[src/rtl/alu_exec_seq.sv]
// ----------------------------------------------------------------------------
// alu_exec_seq
// Execute stage that sits after the ALU control decoder. Takes a 4-bit
// alu_opcode and two operands, returns a registered result plus zero,
// signed-overflow and illegal-opcode flags. Logic/add/sub/compare ops finish
// on the accept edge; MUL runs a WIDTH-step shift-add engine. Valid/ready
// handshakes on both sides let a downstream consumer stall this stage.
//
// Ports
//   clk         rising-edge clock
//   rst         asynchronous, active-high reset
//   in_valid    operands + alu_opcode valid this cycle
//   in_ready    stage can accept an operation this cycle
//   alu_opcode  operation select
//   op_a, op_b  operands (rs1, rs2/imm)
//   out_valid   result/flags valid, held until out_ready
//   out_ready   consumer takes the result this cycle
//   result      operation result
//   zero        result == 0
//   overflow    signed overflow for ADD/SUB, 0 otherwise
//   illegal_op  opcode not recognised; result forced to 0
// ----------------------------------------------------------------------------
module alu_exec_seq #(
   parameter int WIDTH = 32
) (
   input  logic             clk,
   input  logic             rst,
   input  logic             in_valid,
   output logic             in_ready,
   input  logic [3:0]       alu_opcode,
   input  logic [WIDTH-1:0] op_a,
   input  logic [WIDTH-1:0] op_b,
   output logic             out_valid,
   input  logic             out_ready,
   output logic [WIDTH-1:0] result,
   output logic             zero,
   output logic             overflow,
   output logic             illegal_op
);

   localparam logic [3:0] OP_AND = 4'b0000;
   localparam logic [3:0] OP_OR  = 4'b0001;
   localparam logic [3:0] OP_ADD = 4'b0010;
   localparam logic [3:0] OP_SUB = 4'b0110;
   localparam logic [3:0] OP_SLT = 4'b0111;
   localparam logic [3:0] OP_MUL = 4'b1000;
   localparam logic [3:0] OP_NOR = 4'b1100;

   localparam int              CNT_W    = $clog2(WIDTH + 1);
   localparam logic [CNT_W-1:0] CNT_ONE  = {{(CNT_W-1){1'b0}}, 1'b1};
   localparam logic [CNT_W-1:0] CNT_LOAD = CNT_W'(WIDTH);
   localparam logic [WIDTH-1:0] ZERO_W   = {WIDTH{1'b0}};

   typedef enum logic [1:0] {
      ST_IDLE = 2'd0,
      ST_BUSY = 2'd1,
      ST_DONE = 2'd2
   } state_t;

   state_t           state_q, state_d;
   logic [WIDTH-1:0] result_q, result_d;
   logic             zero_q, zero_d;
   logic             ovf_q, ovf_d;
   logic             ill_q, ill_d;
   logic [WIDTH-1:0] mcand_q, mcand_d;
   logic [WIDTH-1:0] mplr_q, mplr_d;
   logic [WIDTH-1:0] acc_q, acc_d;
   logic [CNT_W-1:0] cnt_q, cnt_d;

   logic [WIDTH-1:0] b_neg_s, sum_s, diff_s, alu_res_s, acc_step_s;
   logic             alu_ovf_s, alu_ill_s, is_mul_s, accept_s;

   // Subtraction is A + (~B + 1); overflow uses the sign of that negated B.
   assign b_neg_s = ~op_b + {{(WIDTH-1){1'b0}}, 1'b1};
   assign sum_s   = op_a + op_b;
   assign diff_s  = op_a + b_neg_s;

   // A MUL partial product is added only when the current multiplier LSB is set.
   assign acc_step_s = mplr_q[0] ? (acc_q + mcand_q) : acc_q;

   assign out_valid  = (state_q == ST_DONE);
   // In DONE a new op can enter on the same edge the held result is consumed.
   assign in_ready   = (state_q == ST_IDLE) || ((state_q == ST_DONE) && out_ready);
   assign accept_s   = in_valid && in_ready;
   assign result     = result_q;
   assign zero       = zero_q;
   assign overflow   = ovf_q;
   assign illegal_op = ill_q;

   // Single-cycle operation decode and evaluation.
   always_comb begin
      alu_res_s = ZERO_W;
      alu_ovf_s = 1'b0;
      alu_ill_s = 1'b0;
      is_mul_s  = 1'b0;
      case (alu_opcode)
         OP_AND: alu_res_s = op_a & op_b;
         OP_OR:  alu_res_s = op_a | op_b;
         OP_NOR: alu_res_s = ~(op_a | op_b);
         OP_ADD: begin
            alu_res_s = sum_s;
            alu_ovf_s = (op_a[WIDTH-1] == op_b[WIDTH-1]) && (sum_s[WIDTH-1] != op_a[WIDTH-1]);
         end
         OP_SUB: begin
            alu_res_s = diff_s;
            alu_ovf_s = (op_a[WIDTH-1] == b_neg_s[WIDTH-1]) && (diff_s[WIDTH-1] != op_a[WIDTH-1]);
         end
         OP_SLT: alu_res_s = {{(WIDTH-1){1'b0}}, ($signed(op_a) < $signed(op_b))};
         OP_MUL: is_mul_s = 1'b1;
         default: alu_ill_s = 1'b1;
      endcase
   end

   // Next-state logic for the IDLE/BUSY/DONE control FSM and its datapath.
   always_comb begin
      state_d  = state_q;
      result_d = result_q;
      zero_d   = zero_q;
      ovf_d    = ovf_q;
      ill_d    = ill_q;
      mcand_d  = mcand_q;
      mplr_d   = mplr_q;
      acc_d    = acc_q;
      cnt_d    = cnt_q;
      case (state_q)
         ST_IDLE, ST_DONE: begin
            if (accept_s) begin
               if (is_mul_s) begin
                  mcand_d = op_a;
                  mplr_d  = op_b;
                  acc_d   = ZERO_W;
                  cnt_d   = CNT_LOAD;
                  state_d = ST_BUSY;
               end else begin
                  result_d = alu_res_s;
                  zero_d   = (alu_res_s == ZERO_W);
                  ovf_d    = alu_ovf_s;
                  ill_d    = alu_ill_s;
                  state_d  = ST_DONE;
               end
            end else if ((state_q == ST_DONE) && out_ready) begin
               state_d = ST_IDLE;
            end else begin
               state_d = state_q;
            end
         end
         ST_BUSY: begin
            acc_d   = acc_step_s;
            mcand_d = mcand_q << 1;
            mplr_d  = mplr_q >> 1;
            cnt_d   = cnt_q - CNT_ONE;
            // The last step's partial product goes straight into the result.
            if (cnt_q == CNT_ONE) begin
               result_d = acc_step_s;
               zero_d   = (acc_step_s == ZERO_W);
               ovf_d    = 1'b0;
               ill_d    = 1'b0;
               state_d  = ST_DONE;
            end else begin
               state_d = ST_BUSY;
            end
         end
         default: state_d = ST_IDLE;
      endcase
   end

   // State and datapath registers with asynchronous reset.
   always_ff @(posedge clk or posedge rst) begin
      if (rst) begin
         state_q  <= ST_IDLE;
         result_q <= ZERO_W;
         zero_q   <= 1'b0;
         ovf_q    <= 1'b0;
         ill_q    <= 1'b0;
         mcand_q  <= ZERO_W;
         mplr_q   <= ZERO_W;
         acc_q    <= ZERO_W;
         cnt_q    <= {CNT_W{1'b0}};
      end else begin
         state_q  <= state_d;
         result_q <= result_d;
         zero_q   <= zero_d;
         ovf_q    <= ovf_d;
         ill_q    <= ill_d;
         mcand_q  <= mcand_d;
         mplr_q   <= mplr_d;
         acc_q    <= acc_d;
         cnt_q    <= cnt_d;
      end
   end

endmodule
[config.mk]
export PLATFORM = sky130hd
export DESIGN_NAME = alu_exec_seq
export DESIGN_NICKNAME = d
export VERILOG_FILES = /design/src/rtl/alu_exec_seq.sv
export SDC_FILE = /design/constraint.sdc
export NUM_CORES = 1
export LEC_CHECK = 0
export BUFFER_PORTS_ARGS = -buffer_cell sky130_fd_sc_hd__buf_2
export CAP_MARGIN = 0
export CORE_ASPECT_RATIO = 1.1
export CORE_MARGIN = 2
export CORE_UTILIZATION = 65
export CTS_CLUSTER_DIAMETER = 100
export DETAILED_ROUTE_END_ITERATION = 6
export GPL_TIMING_DRIVEN = 1
export PLACE_DENSITY = 0.85
export SYNTH_ARGS = -nofsm -noshare
export SYNTH_HDL_FRONTEND = slang
export SYNTH_SLANG_ARGS = --single-unit
[constraint.sdc]
create_clock -name clk -period 8.35 [get_ports clk]
set_clock_uncertainty 0.1 [all_clocks]
set_input_delay 1.67 -clock clk [delete_from_list [all_inputs] [get_ports clk]]
set_output_delay 1.67 -clock clk [all_outputs]
set_load 0.02 [all_outputs]
==> results of run 1 <==
-- routing by layer --
metal / GRT usage / share of wire / vias to the layer above / wire [um]
met1: 0.565 / 0.41 / 7175 / 20000
met2: 0.640 / 0.44 / 874 / 21700
met3: 0.0903 / 0.11 / 156 / 5490
met4: 0.147 / 0.036 / 0 / 1740
met5: 0 / 0 / - / 0
li1: - / - / 6932 / -
-- power by group --
part	switching, mW	total [mW]	internal (mW)
Clock	0.353	0.747	0.394
Sequential	0.242	1.18	0.937
Combinational	1.58	2.59	1.02
-- cells by family (layout without fill, tap and decap cells) --
family          after synthesis  after routing  synth area share
simple gates                635            635             0.201
fa+ha+maj                   169            169             0.147
mux                          28             28            0.0198
flops                       139            139             0.239
buf+inv                     201            258            0.0549
xor+xnor                    108            108            0.0651
compound gates              590            590             0.273
other cells                   0              1                 0
-- worst paths after layout --
check	slack (ns)	end	start	cells past startpoint
min	0.38	result[1]	result[1]	1
max in group asynchronous	5.52	result[20]	rst	3
max reg2reg	3.85	zero	state_q[0]	11
min reg2reg	0.38	result[1]	result[1]	1
min in group asynchronous	1.25	mcand_q[24]	rst	2
max	0.78	zero	op_b[1]	21
-- state kept, by name, summed over array words and instances, names as in the netlist --
name and flops:
state_q 2, acc_q 32, illegal_op 1, result 32, mplr_q 32, cnt_q 6, overflow 1, zero 1
mcand_q 32
-- layout make-up --
class	instances	area (um2)	area share
repair buffers	127	683	0.0434
multi-input cells	1530	10300	0.653
flip-flops and latches	139	3480	0.221
clock buffers	18	429	0.0273
well taps	295	369	0.0234
clock inverters	14	129	0.00819
diodes	1	2.50	0.000159
inverters	99	377	0.0239
-- layout by cell type, fill, tap and decap left out, drive strengths merged, types with 48 or more instances in the layout --
cell / synthesis / final
xnor2: 78 / 78
o22ai: 85 / 85
dfrtp: 139 / 139
buf: 23 / 127
a21o: 48 / 48
nor3: 49 / 49
nand2: 169 / 169
o21ai: 88 / 88
nor2: 234 / 234
a21oi: 129 / 129
ha: 166 / 166
inv: 98 / 107
-- per-stage QoR --
step	area, um2	setup WS (ns)	hold WS [ns]
global placement	15200	0.773	0.350
global route	15700	0.442	0.404
finish	15700	0.776	0.378
detailed placement	15200	0.629	0.368
CTS	15700	0.998	0.382
floorplan	14500	1.57	0.338
==> impl_metrics.csv, run 1 <==
group,metric,value,unit
floorplan,coreArea,0.0220,mm2
global_routing,grt_pass1_vias,14400,
route,final_antenna_net_count,0,
sta,rsz0062_at_grt,"false",
floorplan,fp.dieW,147,um
logic_synthesis,synth-edff-count,0,
power,ir_worst_vdd,142,uV
clock_tree,cts_root_buf,"clkbuf_16",
sta,drv_slew,0,
cells_and_area,nFillCells,1821,
logic_synthesis,synth_top_cell_area_share,0.239,
critical_path,critPathKind,"in -> reg",
logic_synthesis,synthesis.area,0.0145,mm2
power,leakage,7.30,nW
cells_and_area,area_growth,8.34,%
logic_synthesis,ys_warn_count,0,
sta,worstMarginPinSlew,0.966,ns
critical_path,cp_slowest_cell,"a2111oi_0",
route,wl_per_cell,22.0,um
logic_synthesis,yosys.area.top_type,"dfrtp_1",
clock_tree,cts_buffer_depth,2,
sta,max_freq,132,MHz
run_status,status,"finished clean",
sta,maxSlewHeadroom,0.339,
logic_synthesis,synth_commonest_cells,"nor2_1 (234), nand2_1 (168), ha_1 (166)",
power,powerDensity,287,mW/mm2
critical_path,critPathCaptureType,"flop",
logic_synthesis,syn_inst,1870,
logic_synthesis,synth_nets,2111,
global_routing,grt_antenna_before_repair,1,
place,dp_hpwl,36500,um
global_routing,overflow,0,
sta,min_period,7.57,ns
critical_path,critPathTopFamily,"simple AND/OR/NAND/NOR gates",
critical_path,path_cells,"buf_2 -> nor4_1 -> buf_4 -> nand4_1 -> or4_1 -> nor4_1 -> nand2_1 -> nor2_1 -> xnor2_1 -> ha_1 -> a21oi_1 -> o211ai_1 -> a211o_1 -> a21oi_1 -> xor2_1 -> o221ai_1 -> a2111oi_0 -> or4b_1 -> or4_1 -> o31ai_1 -> a31o_1",
cells_and_area,fin_nets,2155,
critical_path,cp.arrival,7.85,ns
clock_tree,cts_tree,"done",
global_routing,grt_pass1_wl,77200,um
critical_path,cp_slowest_stage_delay,0.87,ns
clock_tree,clk_pin_slew_worst_paths,0.07,ns
route,viasPerCell,6.81,
logic_synthesis,synth_area_leaders,"dfrtp_1 (24%), ha_1 (14%), nor2_1 (6.0%)",
sta,hold_violations,0,
logic_synthesis,ys_ff_latch,139,
logic_synthesis,synth_area_per_cell,7.77,um2
clock_tree,clock_latency,0.43,ns
route,drc,0,
clock_tree,cts_hold_buf,0,
sta,finalCritPeriodShare,0.907,
logic_synthesis,ys_seq_area_frac,0.239,
clock_tree,cts_setup_buffers,0,
logic_synthesis,synth.most_common_cell,"nor2_1",
logic_synthesis,synth-main-ff-cell,"dfrtp_1",
place,port_buffers,108,
floorplan,die_area,0.0236,mm2
route,dr.pass1.iters,6,
clock_tree,htree_num_levels,4,
logic_synthesis,ys_types,87,
critical_path,worst-path-max-fanout,5,
cells_and_area,stdcell_count,2223,
floorplan,rows,57,
cells_and_area,drive_gt1_frac,0.101,
min_path,hold_class,"reg -> reg",
clock_tree,numCtsBuffers,17,
global_routing,grt_use_total,0.411,
critical_path,required,8.62,ns
logic_synthesis,async_flop_share,1.00,
job,maxCapViolations,0,
place,gp_routability_congestion,1.01,
floorplan,start_util,0.659,
global_routing,grt_max_degree,85,
cells_and_area,utilization,0.714,
route,wirelength,48900,um
sta,setup_tns,0,ns
floorplan,die_y,161,um
critical_path,startpoint_type,"input port",
route,vias,15100,
power,p_total,4.52,mW
clock_tree,clock-sinks,139,
critical_path,crit_buf_inv,2,
clock_tree,cts_resized,0,
floorplan,ios,109,
route,drtIter0Drc,1584,
place,dp.cells,2190,
sta,setup_viol,0,
Power figures use the tool's default switching activity.
==> inputs of run 2 (changes only) <==
clock period = 8.95 ns   (was 8.35 ns; I/O delays follow)
==> impl_metrics.csv, run 2 (synthesis results as in run 1) <==
group,metric,value,unit
clock_tree,cts_root_buf,"clkbuf_16",
critical_path,required,9.22,ns
clock_tree,cts_tree,"done",
sta,setup_ws,0.961,ns
critical_path,crit_path_start,"op_b[1]",
place,dp_slack,0.692,ns
clock_tree,htree_num_levels,4,
place,port_buffers,108,
global_routing,grt_pass1_vias,14200,
min_path,hold_start,"result[1]",
floorplan,die_area,0.0236,mm2
sta,hold_slack,0.375,ns
clock_tree,numCtsBuffers,17,
sta,setup_viol,0,
global_routing,grt_max_degree,85,
critical_path,worst-path-max-fanout,7,
sta,max_freq,125,MHz
clock_tree,clock-sinks,139,
global_routing,grt_antenna_before_repair,0,
route,viasPerCell,6.77,
clock_tree,cts_hold_buf,0,
cells_and_area,drive_gt1_frac,0.0998,
min_path,hold_class,"reg -> reg",
place,gp_routability_congestion,0.988,
floorplan,coreArea,0.0220,mm2
clock_tree,cts_resized,0,
global_routing,overflow,0,
run_status,status,"finished clean",
cells_and_area,diodes,0,
critical_path,cp.arrival,8.26,ns
floorplan,ios,109,
clock_tree,clock_latency,0.44,ns
power,powerDensity,269,mW/mm2
clock_tree,cts_buffer_depth,2,
route,vias,15000,
sta,worstMarginPinSlew,0.987,ns
place,dp_hpwl,35700,um
sta,min_period,7.99,ns
critical_path,reg2reg_from,"mcand_q[0]",
power,ir_worst_vdd,153,uV
critical_path,startpoint_type,"input port",
critical_path,critPathCaptureType,"flop",
route,wl_per_cell,21.8,um
sta,maxSlewHeadroom,0.325,
job,maxCapViolations,0,
floorplan,fp.dieW,147,um
power,p_total,4.24,mW
sta,finalCritPeriodShare,0.893,
cells_and_area,area_growth,8.31,%
route,drc,0,
route,drtIter0Drc,1697,
cells_and_area,final_cell_mix,"nor2_1 (232), nand2_1 (166), ha_1 (166)",
floorplan,rows,57,
route,wirelength,48300,um
sta,hold_violations,0,
floorplan,start_util,0.659,
sta,rsz0062_at_grt,"false",
global_routing,grt_pass1_wl,76600,um
sta,setup_tns,0,ns
critical_path,critPathKind,"in -> reg",
global_routing,grt_use_total,0.407,
cells_and_area,final_common_cell,"nor2_1",
clock_tree,clk_pin_slew_worst_paths,0.07,ns
sta,drv_slew,0,
clock_tree,cts_setup_buffers,0,
floorplan,die_y,161,um
power,leakage,7.29,nW
cells_and_area,fin_nets,2152,
route,final_antenna_net_count,0,
route,dr.pass1.iters,6,
[run 2: area by class of cell]
class | count | area (um2)
fill | 1789 | 6300
inverter | 99 | 377
clock inverter | 14 | 154
sequential | 139 | 3480
multi-input combinational | 1530 | 10300
clock buffer | 17 | 425
timing repair buffer | 124 | 661
tap | 295 | 369
[run 2: final timing paths]
| check | cells after the start | slack, ns | endpoint |
|---|---|---|---|
| worst max-delay path | 22 | 0.96 | zero |
| worst min-delay path | 1 | 0.37 | result[1] |
| worst max register to register | 14 | 4.25 | zero |
| worst min register to register | 1 | 0.37 | result[1] |
| max in group asynchronous | 3 | 5.97 | mcand_q[15] |
| min in group asynchronous | 2 | 1.37 | mcand_q[26] |
[run 2: where the power goes]
part / internal (mW) / switching [mW]
logic: 0.949 / 1.46
registers: 0.874 / 0.228
clock network: 0.395 / 0.335
[run 2: worst max-delay path, cell delays in order]
cell and delay (ns):
buf_2 0.13, inv_1 0.14, ha_1 0.21, and3_1 0.23, nand3_1 0.14, nor3_1 0.27, nand2_1 0.15, nor4_1 0.51
nand2_1 0.25, xnor2_1 0.18, ha_1 0.41, nand2_1 0.10, or3_1 0.42, o31a_2 0.40, a21oi_1 0.29, xnor2_1 0.18
o2111ai_1 0.16, a2111oi_0 0.90, or4b_1 0.49, or4_1 0.49, o31ai_1 0.26, a31o_1 0.15
[run 2: through the flow]
stage	instances	cell area, um2	utilization
floorplan	1870	14500	-
global placement	2187	15200	0.688
detailed placement	2187	15200	0.688
CTS	2218	15700	0.714
global route	2218	15700	0.714
finish	2218	15700	0.714
[run 2: per-layer routing]
metal	track usage	up-vias	share of wire
met4	0.163	0	0.038
met1	0.570	7092	0.42
met5	0	-	0
met2	0.625	877	0.44
met3	0.0741	146	0.11
li1	-	6903	-
==> inputs of run 3 (changes only) <==
CORE_ASPECT_RATIO = 0.75   (was 1.1)
==> impl_metrics.csv, run 3 (synthesis results as in run 1) <==
group,metric,value,unit
floorplan,rows,47,
place,dp_hpwl,37100,um
cells_and_area,diodes,0,
run_status,status,"finished clean",
clock_tree,clock-sinks,139,
sta,hold_violations,0,
sta,setup_ws,1.15,ns
critical_path,critPathKind,"in -> reg",
min_path,min_to,"result[1]",
min_path,hold_start,"result[1]",
route,drc,0,
critical_path,cp.arrival,8.09,ns
clock_tree,htree_num_levels,4,
power,clockPowerShare,0.186,
route,drtIter0Drc,1782,
cells_and_area,final_common_cell,"nor2_1",
sta,min_period,7.80,ns
sta,hold_slack,0.378,ns
global_routing,grt_use_total,0.435,
cells_and_area,drive_gt1_frac,0.0989,
cells_and_area,utilization,0.718,
critical_path,required,9.23,ns
route,wl_met2,21600,um
clock_tree,numCtsBuffers,17,
floorplan,start_util,0.661,
critical_path,r2r_slack,4.08,ns
route,final_antenna_net_count,0,
critical_path,reg2reg_from,"state_q[0]",
sta,maxSlewHeadroom,0.240,
critical_path,worst-path-max-fanout,7,
route,dr.pass1.iters,6,
power,ir_worst_vdd,307,uV
place,port_buffers,108,
global_routing,grt_pass1_vias,14700,
floorplan,fp.dieW,177,um
clock_tree,clock_latency,0.45,ns
sta,drv_slew,0,
route,viasPerCell,7.01,
critical_path,startpoint_type,"input port",
floorplan,ios,109,
critical_path,r2r_end,"zero",
route,wl_met3,5280,um
sta,setup_tns,0,ns
power,leakage,7.31,nW
power,seqPwrFrac,0.252,
route,vias,15500,
clock_tree,cts_buffer_depth,2,
critical_path,critPathCaptureType,"flop",
sta,finalCritPeriodShare,0.872,
cells_and_area,final_cell_mix,"nor2_1 (232), nand2_1 (166), ha_1 (166)",
place,gp_routability_congestion,1.02,
global_routing,grt_antenna_before_repair,0,
place,dp_slack,0.948,ns
global_routing,overflow,0,
clock_tree,cts_hold_buf,0,
min_path,hold_class,"reg -> reg",
job,maxCapViolations,0,
critical_path,r2r_cells,11,
clock_tree,cts_resized,0,
floorplan,coreArea,0.0220,mm2
sta,max_freq,128,MHz
global_routing,grt_pass1_wl,80300,um
min_path,holdPathStages,1,
global_routing,grt_max_degree,98,
sta,worstMarginPinSlew,1.14,ns
route,wirelength,51200,um
power,powerDensity,276,mW/mm2
floorplan,die_area,0.0236,mm2
cells_and_area,fin_nets,2150,
power,p_total,4.36,mW
clock_tree,cts_root_buf,"clkbuf_16",
power,p_int,2.30,mW
power,p_sw_frac,0.472,
route,wl_per_cell,23.1,um
cells_and_area,area_growth,8.61,%
floorplan,die_y,133,um
clock_tree,cts_tree,"done",
sta,setup_viol,0,
clock_tree,clk_pin_slew_worst_paths,0.07,ns
route,m1WireLength,21200,um
sta,rsz0062_at_grt,"false",
power,p_sw,2.06,mW
clock_tree,cts_setup_buffers,0,
power,p_comb_frac,0.562,
route,highest_layer,"met4",
## run 3: cell count changes in the layout (fill, tap and decap cells not counted)
cell,delta
clkbuf_1,+1
and2_1,+1
clkinv_4,+1
inv_6,-1
inv_8,-3
bufinv_16,+3
and2_0,-1
buf_4,-2
## run 3: how the worst max path moves through the flow
stage,start,end,slack (ns),cells past startpoint
finish,op_b[1],zero,1.15,22
global route,op_b[1],zero,0.67,22
CTS,op_b[1],zero,1.31,22
detailed placement,op_b[1],zero,0.95,22
global placement,op_b[1],zero,1.20,22
floorplan,op_b[1],zero,2.05,22
## run 3: per-layer routing
layer	GRT usage	up-vias
li1	-	6916
met1	0.580	7315
met2	0.658	1053
met3	0.0953	247
met4	0.235	0
met5	0	-
## run 3: final cells by class
| class | count | area [um2] |
|---|---|---|
| inverters | 99 | 377 |
| flip-flops and latches | 139 | 3480 |
| repair buffers | 122 | 646 |
| fillers | 1744 | 6210 |
| multi-input cells | 1530 | 10300 |
| clock buffers | 18 | 429 |
| well taps | 294 | 368 |
| clock inverters | 14 | 210 |
## run 3: critical path, stage by stage
cell and delay, ns:
buf_2 0.15, inv_1 0.13, ha_1 0.20, and3_1 0.23, nand3_1 0.15, nor3_1 0.38
nand2_1 0.20, nor4_1 0.55, nand2_1 0.25, xnor2_1 0.19, ha_1 0.44, nand2_1 0.11
or3_1 0.40, o31a_2 0.38, a21oi_1 0.33, xnor2_1 0.16, o2111ai_1 0.15, a2111oi_0 0.43
or4b_1 0.47, or4_1 0.53, o31ai_1 0.31, a31o_1 0.15
## run 3: power by group through the flow
stage / registers (mW) / logic (mW) / clock network [mW]
2_1_floorplan: 1.06 / 1.76 / 0
3_3_place_gp: 1.08 / 2.27 / 0
3_5_place_dp: 1.10 / 2.34 / 0
4_1_cts: 1.09 / 2.38 / 0.808
5_1_grt: 1.12 / 2.66 / 0.835
6_report: 1.10 / 2.45 / 0.813
## run 3: stage by stage
step,instances,cell area [um2]
2_1_floorplan,1870,14500
3_3_place_gp,2184,15100
3_5_place_dp,2184,15100
4_1_cts,2216,15800
5_1_grt,2216,15800
6_report,2216,15800
